### src/rtl/ram_loader.sv
// ram_loader: streams 16 bytes over valid/ready into consecutive
// memory addresses through the 16-line demux, one write strobe per byte.
module ram_loader #(
    parameter int DATA_W = 8,
    parameter int ADDR_W = 4
) (
    input  logic              clk,
    input  logic              clr,
    input  logic              start,
    input  logic              abort,
    input  logic [DATA_W-1:0] in_data,
    input  logic              in_valid,
    output logic              in_ready,
    output logic [DATA_W-1:0] load_data,
    output logic [ADDR_W-1:0] load_addr,
    output logic              load_we,
    output logic              busy,
    output logic              done
);

    typedef enum logic [1:0] {
        IDLE  = 2'd0,
        FETCH = 2'd1,
        WRITE = 2'd2,
        DONE  = 2'd3
    } state_t;

    localparam logic [ADDR_W-1:0] LAST = {ADDR_W{1'b1}};

    state_t state;
    state_t state_nx;

    logic accept;
    logic at_last;

    assign accept  = in_valid && (state == FETCH);
    assign at_last = (load_addr == LAST);

    // State register; clr returns to IDLE from anywhere.
    always_ff @(posedge clk) begin
        if (clr) begin
            state <= IDLE;
        end else begin
            state <= state_nx;
        end
    end

    // Next-state: abort wins over start and the handshake.
    always_comb begin
        state_nx = state;
        if (abort) begin
            state_nx = IDLE;
        end else begin
            unique case (state)
                IDLE: begin
                    if (start) state_nx = FETCH;
                end
                FETCH: begin
                    if (accept) state_nx = WRITE;
                end
                WRITE: begin
                    state_nx = at_last ? DONE : FETCH;
                end
                DONE: begin
                    if (start) state_nx = FETCH;
                end
                default: state_nx = IDLE;
            endcase
        end
    end

    // Address counter and byte latch; both hold on abort.
    always_ff @(posedge clk) begin
        if (clr) begin
            load_addr <= '0;
            load_data <= '0;
        end else if (!abort) begin
            unique case (state)
                IDLE, DONE: begin
                    if (start) load_addr <= '0;
                end
                FETCH: begin
                    if (accept) load_data <= in_data;
                end
                WRITE: begin
                    if (!at_last) load_addr <= load_addr + ADDR_W'(1);
                end
                default: ;
            endcase
        end
    end

    // Outputs are pure decodes of the state register.
    always_comb begin
        in_ready = 1'b0;
        load_we  = 1'b0;
        busy     = 1'b0;
        done     = 1'b0;
        unique case (state)
            IDLE:  ;
            FETCH: begin
                in_ready = 1'b1;
                busy     = 1'b1;
            end
            WRITE: begin
                load_we = 1'b1;
                busy    = 1'b1;
            end
            DONE:  done = 1'b1;
            default: ;
        endcase
    end

endmodule

### config.mk
export PLATFORM = sky130hd
export DESIGN_NAME = ram_loader
export DESIGN_NICKNAME = d
export VERILOG_FILES = /design/src/rtl/ram_loader.sv
export SDC_FILE = /design/constraint.sdc
export NUM_CORES = 1
export LEC_CHECK = 0
export CAP_MARGIN = 20
export CORE_MARGIN = 1.5
export CORE_UTILIZATION = 41
export DETAILED_ROUTE_END_ITERATION = 7
export GPL_TIMING_DRIVEN = 0
export PLACE_DENSITY_LB_ADDON = 0.2
export SYNTH_ARGS = -nofsm -noshare
export SYNTH_HDL_FRONTEND = slang
export SYNTH_SLANG_ARGS = --single-unit
### constraint.sdc
create_clock -name clk -period 2.3 [get_ports clk]
set_input_delay 0.23 -clock clk [delete_from_list [all_inputs] [get_ports clk]]
set_output_delay 0.23 -clock clk [all_outputs]
set_load 0.005 [all_outputs]
# Word-level counts from Yosys, hierarchy flattened
# Index checks and enable logic that the tools add are counted.
# totals
rom_bits	0
memories	0
wordCells	32
output_inout_bits	16
mem_bits_rw	0
ff_bits	14
latchBits	0
# op_classes
div_mod_pow	0
multipliers	0
n_eq_ne	7
addsub	1
reduce_logical	9
n_mux	11
n_bitwise	1
order_cmp	0
shifts	0
# ops
cell	count
4-bit 2-to-1 mux	2
4-bit one-hot mux with 2 select lines	1
2-bit 2-to-1 mux	3
2-bit one-hot mux with 3 select lines	1
2-bit OR reduction	3
4-bit by 1-bit adder with 4-bit output, second input constant	1
2-bit == test, second input constant	2
4-bit == test, second input constant	1
1-bit 2-to-1 mux	4
2-bit inequality test, second input constant	2
4-bit AND reduction	1
3-bit AND reduction	1
2-bit by 1-bit == test with 1-bit output, second input constant	1
2-bit zero test	1
2-bit by 1-bit inequality test with 1-bit output, second input constant	1
2-bit AND reduction	1
2-bit nonzero test	1
1-bit logical AND	1
1-bit NOT	1

# Depth between registers and ports, before layout
# Gate-level depths: netlist of run 1.
# depth
depth_word	4
depth_mapped	6

# Least setup slack after synthesis of run 1
# Ideal clock, no wire load.
# synth_path
kind	register -> register
from	register state[0]
to	register load_addr[0]
setup_time_ns	0.075
path_buffers	1
synth_period_minus_slack_ns	1.664
setup_slack_ns	0.636
path_stages_with_launch	7
arrival_time_ns	1.589
required_ns	2.225
cell_sequence	dfxtp_1 inv_1 ha_1 nor2b_4 buf_6 or4_1 a31oi_1
# synth_via
elab_chain_cells	4
elab_cells_between_ends	9
cone_classes	eq/ne (4); mux (1); reduce/logical (4)
# synth_rtl
item	line_no	text
from (decl)	30	state_t state;
from (signal assigned)	44	state <= state_nx;
2-bit == test / 2-bit zero test (equally long branches)	78	unique case (state)
2-bit OR reduction (no source line)	-	
2-bit by 1-bit inequality test with 1-bit output (no source line) / 2-bit nonzero test (equally long branches)	-	
4-bit AND reduction (no source line)	-	
to (signal assigned)	86	if (!at_last) load_addr <= load_addr + ADDR_W'(1);
to (decl)	15	output logic [ADDR_W-1:0] load_addr,
# Several ways; a longest one is shown, not always the timed one.
# A chain may end at the register's enable or synchronous reset.

# Worst setup path in the final report of run 1
# layout_path
from	register state[0]
to	output busy
# layout_via
elab_chain_cells	3
elab_cells_between_ends	4
cone_classes	eq/ne (2); mux (1); reduce/logical (1)
# layout_rtl
item	line_no	text
2-bit by 1-bit == test with 1-bit output / 2-bit == test (equally long branches)	99	unique case (state)
2-bit OR reduction (no source line) *	-	
1-bit 2-to-1 mux *	99	
to (decl)	17	output logic busy,
# Every way passes the cells marked *; elsewhere a longest branch is shown, timed or not.

==> reports/qor.yml, run 1 <==
run_status:
  status: "complete, but fails checks"
  violations: "DRC"
placement:
  gp_congestion: 0.7774
  dpl_cell_area_mm2: 0.001001
  io_buffers: 27
  placedCellCount: 120
  hpwl_um: 1094
  post-place-ws_ns: 0.5064
logic_synthesis:
  netlist_instances: 77
  synth_area_um2: 710.7
  synth.area.top_cells: "dfxtp_1, mux2i_1, ha_1"
  yosysTopAreaCellShare_pct: 39.44
  ys_ff_latch: 14
  ys_seq_area_share_pct: 39.44
  syn_nets: 94
  synth_top_cell_by_area: "dfxtp_1"
  yosysWarnings: 0
  syn_avg_cell_area_um2: 9.230
  yosysUniqueCellTypes: 26
power:
  seq_power_share_pct: 48.6
  power.internal_uw: 397.1
  irDropWorstVdd_mv: 0.3029
  combPwrFrac_pct: 17.9
  p_sw_share_pct: 23.27
  switchingPower_uw: 120.4
  total_power_uw: 517.5
  clkPwrFrac_pct: 33.5
  cellLeakagePower_nw: 0.4509
  p_per_area_mw_per_mm2: 498.9
timing:
  setup_ws_ns: 0.4169
  period_needed_ns: 1.883
  grt_setup_unrepaired: "false"
  relSlewSlack_pct: 72.71
  min_period_over_period_pct: 81.88
  setup_viol: 0
  max_freq_ghz: 0.5310
  tns_ns: 0
  tightestPinTransition_ns: 0.4094
  fin_hold_ws_ns: 0.2510
  clock_skew_ns: 0.0005138
  drv_slew: 0
  hold_viol: 0
final_layout:
  final_core_util_pct: 66.53
  instances_no_fill: 124
  nNetsFinal: 126
  antennaDiodeCount: 0
  nFillCells: 131
  design_area_mm2: 0.001037
  drive_gt1_share_pct: 8.333
  regArea_um2: 280.3
  area_delta_synth_final_pct: 45.95
  multi_input_area_um2: 385.4
global_routing:
  grt_antenna_before_repair: 0
  grt_pass1_wl_um: 2463
  grt_max_degree: 11
  grt_usage_pct: 16.60
  overflow: 0
  grt_pass1_vias: 586
setup_path:
  path_max_fanout: 4
  crit_chain: "inv_1 -> ha_1 -> inv_1 -> clkdlybuf4s50_1"
  crit_top_cell: "inv_1"
  cp.arrival_ns: 1.65
  worstSetupStartpointType: "flop"
  cp_slowest_stage_delay_ns: 0.50
  worst_setup_path_end_kind: "output port"
  required_ns: 2.07
  slowest_stage: "clkdlybuf4s50_1"
  worstSetupPathType: "reg -> out"
cts:
  clk_latency_ns: 0.27
  cts_buffer_depth: 2
  cts_resized: 0
  cts_tree: "built"
  cts.sinks: 14
  root_buffer: "clkbuf_4"
  htreeDepth: 1
  hold_buffers: 0
  clkTransAtPathRegs_ns: 0.08
  numCtsBuffers: 3
  cts_setup_buffers: 0
floorplanning:
  std_cell_rows: 14
  io_pins: 29
  die_area_mm2: 0.001992
  fp.dieW_um: 44.64
  core_area_mm2: 0.001559
  initial_core_util_pct: 45.59
  fp.dieH_um: 44.64
routing:
  vias_per_cell: 5.161
  postRouteAntennaNets: 0
  dr.pass1.iters: 6
  drt-total-wl_um: 1461
  wl_per_cell_um: 11.78
  drc: 3
  num_vias: 640
  drt-initial-drc-count: 7
min_path:
  min_path_type: "in -> reg"
run:
  cap_violations: 0
layer usage:
metal / GRT usage [%] / share of wire (%) / vias up
met5: 0 / 0 / -
met3: 4.898 / 7.2 / 0
met1: 21.84 / 49 / 286
met2: 24.93 / 43 / 18
li1: - / - / 336
met4: 7.273 / 0 / 0
cells in the mapped netlist:
| master | n |
|---|---|
| o31ai_1 | 1 |
| ha_1 | 4 |
| nand3_1 | 3 |
| o22ai_1 | 1 |
| buf_6 | 1 |
| o21a_1 | 1 |
| dfxtp_1 | 14 |
| nor2b_4 | 1 |
| inv_1 | 4 |
| nand4b_1 | 1 |
| nand2b_1 | 5 |
| nand3b_1 | 2 |
| a31oi_1 | 2 |
| o41ai_1 | 1 |
| and4_1 | 1 |
| or4_1 | 2 |
| clkbuf_1 | 1 |
| nor4b_1 | 1 |
| nand2_1 | 1 |
| nor2_1 | 12 |
| nor4_1 | 2 |
| buf_2 | 3 |
| and3_1 | 1 |
| a221oi_1 | 1 |
| a21oi_1 | 2 |
| mux2i_1 | 9 |
registers in the layout, indices dropped and copies added (netlist names):
name and count:
load_data 8, load_addr 4, state 2
layout make-up:
cell class	count	area share, %
plain buffers	5	2.895
repair buffers	27	26.06
clock buffers	4	3.498
well taps	16	1.930
inverters	4	1.448
flip-flops and latches	14	27.02
multi-input cells	54	37.15
worst paths after layout:
check,to,from,depth (start not counted),slack [ns]
max reg2reg,load_addr[3],state[0],6,0.49
max,busy,state[0],4,0.42
min,state[1],abort,2,0.25
min reg2reg,load_data[6],load_data[6],2,0.50
cells in the final DEF, fill, tap and decap left out, drive strengths merged:
cell type,n
inv,4
buf,4
a221oi,1
a21oi,2
nand2,1
clkbuf,5
nor2,12
o21a,1
nand3,3
nand4b,1
o31ai,1
nor4,2
dfxtp,14
nand2b,5
and3,1
a31oi,2
and4,1
ha,4
mux2i,9
nand3b,2
nor2b,1
clkdlybuf4s50,27
nor4b,1
o22ai,1
or4,2
o41ai,1
kinds of logic after synthesis:
logic type	synth area share (%)
and+or+nand+nor	25.88
adders and majority gates	7.043
DFF	39.44
buffers and inverters	6.336
muxes	12.68
AOI/OAI and AO/OA	8.628
worst max-delay path, delay by kind of cell (launching register included):
family                     cells  cell delay, ns
buffers and inverters          3            0.66
adders and majority gates      1            0.34
DFF                            1            0.38
power by group through the flow:
stage	Combinational [mW]	Clock (mW)	Sequential [mW]
4_1_cts	0.0929	0.178	0.251
3_5_place_dp	0.0926	0	0.257
2_1_floorplan	0.0495	0	0.256
3_3_place_gp	0.0918	0	0.257
5_1_grt	0.103	0.184	0.252
6_report	0.0926	0.174	0.251
No activity file was read; power rests on OpenSTA's default activity.
==> run 2, diff against run 1 <==
--- a/config.mk
+++ b/config.mk
@@ -7,7 +7,7 @@
 export LEC_CHECK = 0
 export CAP_MARGIN = 20
 export CORE_MARGIN = 1.5
-export CORE_UTILIZATION = 41
+export CORE_UTILIZATION = 37
 export DETAILED_ROUTE_END_ITERATION = 7
 export GPL_TIMING_DRIVEN = 0
 export PLACE_DENSITY_LB_ADDON = 0.2
==> constraint.sdc (replaced) <==
create_clock -name clk -period 1.58 [get_ports clk]
set_input_delay 0.158 -clock clk [delete_from_list [all_inputs] [get_ports clk]]
set_output_delay 0.158 -clock clk [all_outputs]
set_load 0.005 [all_outputs]
==> reports/qor.yml, run 2 (synthesized netlist as in run 1, its figures left out) <==
cts:
  root_buffer: "clkbuf_4"
  clk_latency_ns: 0.27  # about the same
  cts.sinks: 14  # unchanged
  clkTransAtPathRegs_ns: 0.08  # about the same
  cts_tree: "built"
  numCtsBuffers: 3  # unchanged
  cts_buffer_depth: 2  # unchanged
  htreeDepth: 1  # unchanged
setup_path:
  critPathBufInv: 0  # -3
  worstSetupStartpointType: "flop"
  cp.arrival_ns: 1.72  # +0.07 ns
  worstSetupPathType: "reg -> reg"
  path_max_fanout: 6  # +2
  required_ns: 1.78  # -0.29 ns
  crit_chain: "ha_1 -> and3_1 -> or4_1 -> a31oi_1"
  cp_slowest_stage_delay_ns: 0.46  # -0.04 ns
  critical-path-top-delay-family: "simple AND/OR/NAND/NOR gates"
  worst_setup_path_end_kind: "flop"
  slowest_stage: "or4_1"
placement:
  dpl_cell_area_mm2: 0.001026  # +2.5%
  io_buffers: 27  # unchanged
  gp_congestion: 0.8153  # +4.9%
  hpwl_um: 1135  # +3.7%
global_routing:
  overflow: 0  # unchanged
  grt_antenna_before_repair: 0  # unchanged
  grt_usage_pct: 15.71  # -0.89 points
  grt_pass1_wl_um: 2421  # -1.7%
  grt_max_degree: 11  # unchanged
  grt_pass1_vias: 568  # -3.1%
final_layout:
  final_common_cell: "clkdlybuf4s50_1"
  final_core_util_pct: 60.21  # -6.3 points
  nNetsFinal: 126  # unchanged
  largest_reg_flops: 8  # unchanged
  top_regs: "load_data: 8 flops, load_addr: 4 flops, state: 2 flops"
  design_area_mm2: 0.001062  # +2.4%
  nFillCells: 179  # +37%
  antennaDiodeCount: 0  # unchanged
  drive_gt1_share_pct: 12.96  # +4.6 points
  area_delta_synth_final_pct: 49.47
  largest-register: "load_data"
  most-common-layout-cells: "clkdlybuf4s50_1, nor2_1, dfxtp_1, mux2i_1, nand2b_1"
floorplanning:
  die_area_mm2: 0.002193  # +10%
  core_area_mm2: 0.001764  # +13%
  fp.dieW_um: 46.83  # +4.9%
  fp.dieH_um: 46.83  # +4.9%
  io_pins: 29  # unchanged
  initial_core_util_pct: 40.28  # -5.3 points
  std_cell_rows: 15  # +1
power:
  cellLeakagePower_nw: 0.4575  # +1.5%
  total_power_uw: 750.5  # +45%
  p_per_area_mw_per_mm2: 706.5  # +42%
  irDropWorstVdd_mv: 0.5758  # +90%
timing:
  drv_slew: 0  # unchanged
  max_freq_ghz: 0.6572
  tightestPinTransition_ns: 0.4239  # +0.01447 ns
  clock_skew_ns: 0.004681  # +0.004167 ns
  setup_viol: 0  # unchanged
  hold_viol: 0  # unchanged
  relSlewSlack_pct: 71.74  # -0.96 points
  min_period_over_period_pct: 96.31
  period_needed_ns: 1.522
  grt_setup_unrepaired: "false"
  fin_hold_ws_ns: 0.1713  # -0.07974 ns
run_status:
  status: "complete, no violations"
routing:
  dr.pass1.iters: 2  # -4
  drc: 0  # -3
  drt-initial-drc-count: 6  # -1
  drt-total-wl_um: 1501  # +2.7%
  wl_per_cell_um: 11.29  # -4.2%
  postRouteAntennaNets: 0  # unchanged
  num_vias: 633  # -1.1%
  vias_per_cell: 4.759  # -7.8%
min_path:
  min_path_type: "in -> reg"
run:
  cap_violations: 0  # unchanged
[run 2: final timing paths]
check / from / endpoint / slack (ns) / cells past startpoint
worst max-delay path: load_addr[0] / load_addr[0] / 0.06 / 4
worst min-delay path: abort / state[1] / 0.17 / 2
worst max register to register: load_addr[0] / load_addr[0] / 0.06 / 4
worst min register to register: load_data[2] / load_data[2] / 0.50 / 2
[run 2: power breakdown]
group          total, mW  switching [mW]  internal [mW]
sequential         0.367         0.00614          0.361
clock              0.249           0.109          0.140
combinational      0.135          0.0576         0.0769
[run 2: what timing repair did]
item,in CTS,in global routing
resized for setup,4,2
pin swaps,1,2
buffers inserted,1,0
hold buffers,0,0
setup endpoints to repair,4,1
[run 2: layout make-up]
| type | instances | area [µm²] | share of cell area [%] |
|---|---|---|---|
| plain buffers | 4 | 21.27 | 2.002 |
| well taps | 25 | 31.28 | 2.945 |
| multi-input cells | 54 | 400.4 | 37.69 |
| inverters | 4 | 15.01 | 1.413 |
| clock buffers | 4 | 36.28 | 3.416 |
| flip-flops and latches | 14 | 282.8 | 26.62 |
| repair buffers | 28 | 275.3 | 25.91 |
[run 2: per-stage QoR]
stage	setup slack (ns)	setup TNS (ns)	cells
after floorplan	0.03161	0	77
after global placement	-0.05332	-0.08614	129
after detailed placement	-0.06272	-0.1222	129
after CTS	0.06162	0	133
after global routing	0.0001786	0	133
final	0.05837	0	133
[run 2: worst reg2reg max path: cells and delay by family, from the launching register on]
kind / cells / cell delay (ns)
compound gates: 1 / 0.16
fa+ha+maj: 1 / 0.26
flops: 1 / 0.37
simple gates: 2 / 0.67
[run 2: per-layer routing]
| metal | share of wire [%] | up-vias | track usage, % |
|---|---|---|---|
| li1 | - | 337 | - |
| met3 | 4.1 | 0 | 5.769 |
| met5 | 0 | - | 0 |
| met1 | 49 | 279 | 19.91 |
| met4 | 0 | 0 | 3.333 |
| met2 | 47 | 17 | 25.75 |
==> run 3, diff against run 2 <==
--- a/config.mk
+++ b/config.mk
@@ -7,10 +7,12 @@
 export LEC_CHECK = 0
 export CAP_MARGIN = 20
 export CORE_MARGIN = 1.5
-export CORE_UTILIZATION = 37
+export CORE_UTILIZATION = 30
+export CTS_CLUSTER_DIAMETER = 50
 export DETAILED_ROUTE_END_ITERATION = 7
 export GPL_TIMING_DRIVEN = 0
 export PLACE_DENSITY_LB_ADDON = 0.2
+export REMOVE_ABC_BUFFERS = 1
 export SYNTH_ARGS = -nofsm -noshare
 export SYNTH_HDL_FRONTEND = slang
 export SYNTH_SLANG_ARGS = --single-unit
==> reports/qor.yml, run 3 (synthesized netlist as in run 1, its figures left out) <==
routing:
  vias_per_cell: 4.873  # +2.4%
  num_vias: 653  # +3.2%
  dr.pass1.iters: 4  # +2
  drt-total-wl_um: 1645  # +9.6%
  drt-initial-drc-count: 9  # +3
  postRouteAntennaNets: 0  # unchanged
  wl_per_cell_um: 12.28  # +8.8%
  drc: 0  # unchanged
setup_path:
  worstSetupPathType: "reg -> reg"
  required_ns: 1.79  # about the same
  cp.arrival_ns: 1.71  # about the same
  cp_slowest_stage_delay_ns: 0.47  # about the same
  worstSetupStartpointType: "flop"
  slowest_stage: "or4_4"
  path_max_fanout: 8  # +2
  worst_setup_path_end_kind: "flop"
  crit_chain: "ha_4 -> nor2b_4 -> or4_4 -> a31oi_1"
global_routing:
  grt_max_degree: 16  # +5
  grt_usage_pct: 13.65  # -2.1 points
  grt_pass1_wl_um: 2608  # +7.7%
  grt_antenna_before_repair: 0  # unchanged
  grt_pass1_vias: 560  # -1.4%
  overflow: 0  # unchanged
floorplanning:
  fp.dieW_um: 51.67  # +10%
  die_area_mm2: 0.002670  # +22%
  io_pins: 29  # unchanged
  core_area_mm2: 0.002233  # +27%
  std_cell_rows: 17  # +2
  fp.dieH_um: 51.67  # +10%
  initial_core_util_pct: 31.82  # -8.5 points
final_layout:
  area_delta_synth_final_pct: 52.82
  nNetsFinal: 124  # -1.6%
  nFillCells: 242  # +35%
  final_common_cell: "clkdlybuf4s50_1"
  drive_gt1_share_pct: 14.15  # +1.2 points
  antennaDiodeCount: 0  # unchanged
  largest-register: "load_data"
  most-common-layout-cells: "clkdlybuf4s50_1, nor2_1, dfxtp_1, mux2i_1, nand2b_1"
  largest_reg_flops: 8  # unchanged
  top_regs: "load_data: 8 flops, load_addr: 4 flops, state: 2 flops"
  instances_no_fill: 134  # +0.75%
  final_core_util_pct: 48.63  # -12 points
power:
  irDropWorstVdd_mv: 0.5486  # -4.7%
  combPwrFrac_pct: 18.1  # +0.2 points
  switchingPower_uw: 188.2  # +8.7%
  p_per_area_mw_per_mm2: 707.8  # +0.19%
  cellLeakagePower_nw: 0.4940  # +8.0%
  seq_power_share_pct: 47.8  # -1.1 points
  power.internal_uw: 580.6  # +0.54%
  clkPwrFrac_pct: 34.1  # +0.9 points
  p_sw_share_pct: 24.48  # +1.4 points
timing:
  max_freq_ghz: 0.6667  # +1.4%
  setup_viol: 0  # unchanged
  tns_ns: 0  # unchanged
  period_needed_ns: 1.500  # -0.02165 ns
  tightestPinTransition_ns: 0.5424  # +0.1186 ns
  min_period_over_period_pct: 94.94  # -1.4 points
  clock_skew_ns: 0.003821  # -0.0008598 ns
  relSlewSlack_pct: 63.72  # -8.0 points
  hold_viol: 0  # unchanged
  drv_slew: 0  # unchanged
  grt_setup_unrepaired: "false"
  fin_hold_ws_ns: 0.4688  # +0.2975 ns
placement:
  placedCellCount: 128  # -0.78%
  gp_congestion: 0.7088  # -13%
  io_buffers: 28  # +3.7%
  hpwl_um: 1187  # +4.6%
run_status:
  status: "complete, no violations"
cts:
  clkTransAtPathRegs_ns: 0.09  # about the same
  root_buffer: "clkbuf_4"
  numCtsBuffers: 3  # unchanged
  htreeDepth: 1  # unchanged
  cts.sinks: 14  # unchanged
  clk_latency_ns: 0.29  # +0.02 ns
  hold_buffers: 0  # unchanged
  cts_buffer_depth: 2  # unchanged
  cts_tree: "built"
run:
  cap_violations: 0  # unchanged
min_path:
  min_path_type: "in -> reg"
run 3: cell count changes in the layout (fill, tap and decap cells not counted):
cell and delta:
buf_2 -2, dlymetal6s2s_1 +2, or4_1 -2, or4_4 +2, clkbuf_1 -1, clkdlybuf4s50_1 -1
dfxtp_1 -1, dfxtp_2 +1, ha_2 -1, ha_4 +1
run 3: what timing repair did:
| item | in CTS | in global routing |
|---|---|---|
| buffers inserted | 1 | 1 |
| pin swaps | 2 | 3 |
| endpoints found under the hold margin | 0 | 0 |
| endpoints found under the setup margin | 6 | 5 |
| resized for setup | 8 | 6 |
run 3: stage by stage:
| step | worst slack, ns | power [mW] | area [µm²] |
|---|---|---|---|
| finish | 0.08002 | 0.7687 | 1086 |
| global route | 0.008894 | 0.8077 | 1086 |
| floorplan | 0.01079 | 0.4326 | 680.7 |
| global placement | -0.1491 | 0.5040 | 996.0 |
| CTS | 0.03142 | 0.7785 | 1065 |
| detailed placement | -0.1638 | 0.5040 | 996.0 |
run 3: cell type report:
type / instances / area, µm² / area share, %
Sequential cell: 14 / 284.0 / 26.15
Timing Repair Buffer: 30 / 297.8 / 27.42
Clock buffer: 4 / 36.28 / 3.341
Multi-Input combinational cell: 54 / 417.9 / 38.48
Inverter: 4 / 15.01 / 1.382
Tap cell: 28 / 35.03 / 3.226
run 3: path summary, 6_finish.rpt:
path | slack, ns | start | endpoint | cells past startpoint
worst max-delay path | 0.08 | state[1] | load_addr[3] | 4
worst min-delay path | 0.47 | in_data[1] | load_data[1] | 3
worst max register to register | 0.08 | state[1] | load_addr[3] | 4
worst min register to register | 0.50 | load_data[1] | load_data[1] | 2
run 3: critical path, delay by kind of cell (launching register included):
kind / cells / cell delay, ns
compound gates: 1 / 0.18
simple gates: 2 / 0.62
fa+ha+maj: 1 / 0.22
flops: 1 / 0.39
run 3: power by group through the flow:
stage                     sequential (mW)  clock, mW  combinational, mW
final                               0.367      0.262              0.139
after global routing                0.368      0.286              0.153
after CTS                           0.367      0.273              0.139
after detailed placement            0.374          0              0.130
after global placement              0.374          0              0.130
after floorplan                     0.373          0             0.0593
run 3: per-layer routing:
layer  global-route usage (%)  vias up  part of all wire (%)
met3                    4.598        4                   4.7
met5                        0        -                     0
met2                    19.87       11                    47
met4                    9.211        0                   2.8
met1                    16.90      305                    46
li1                         -      333                     -
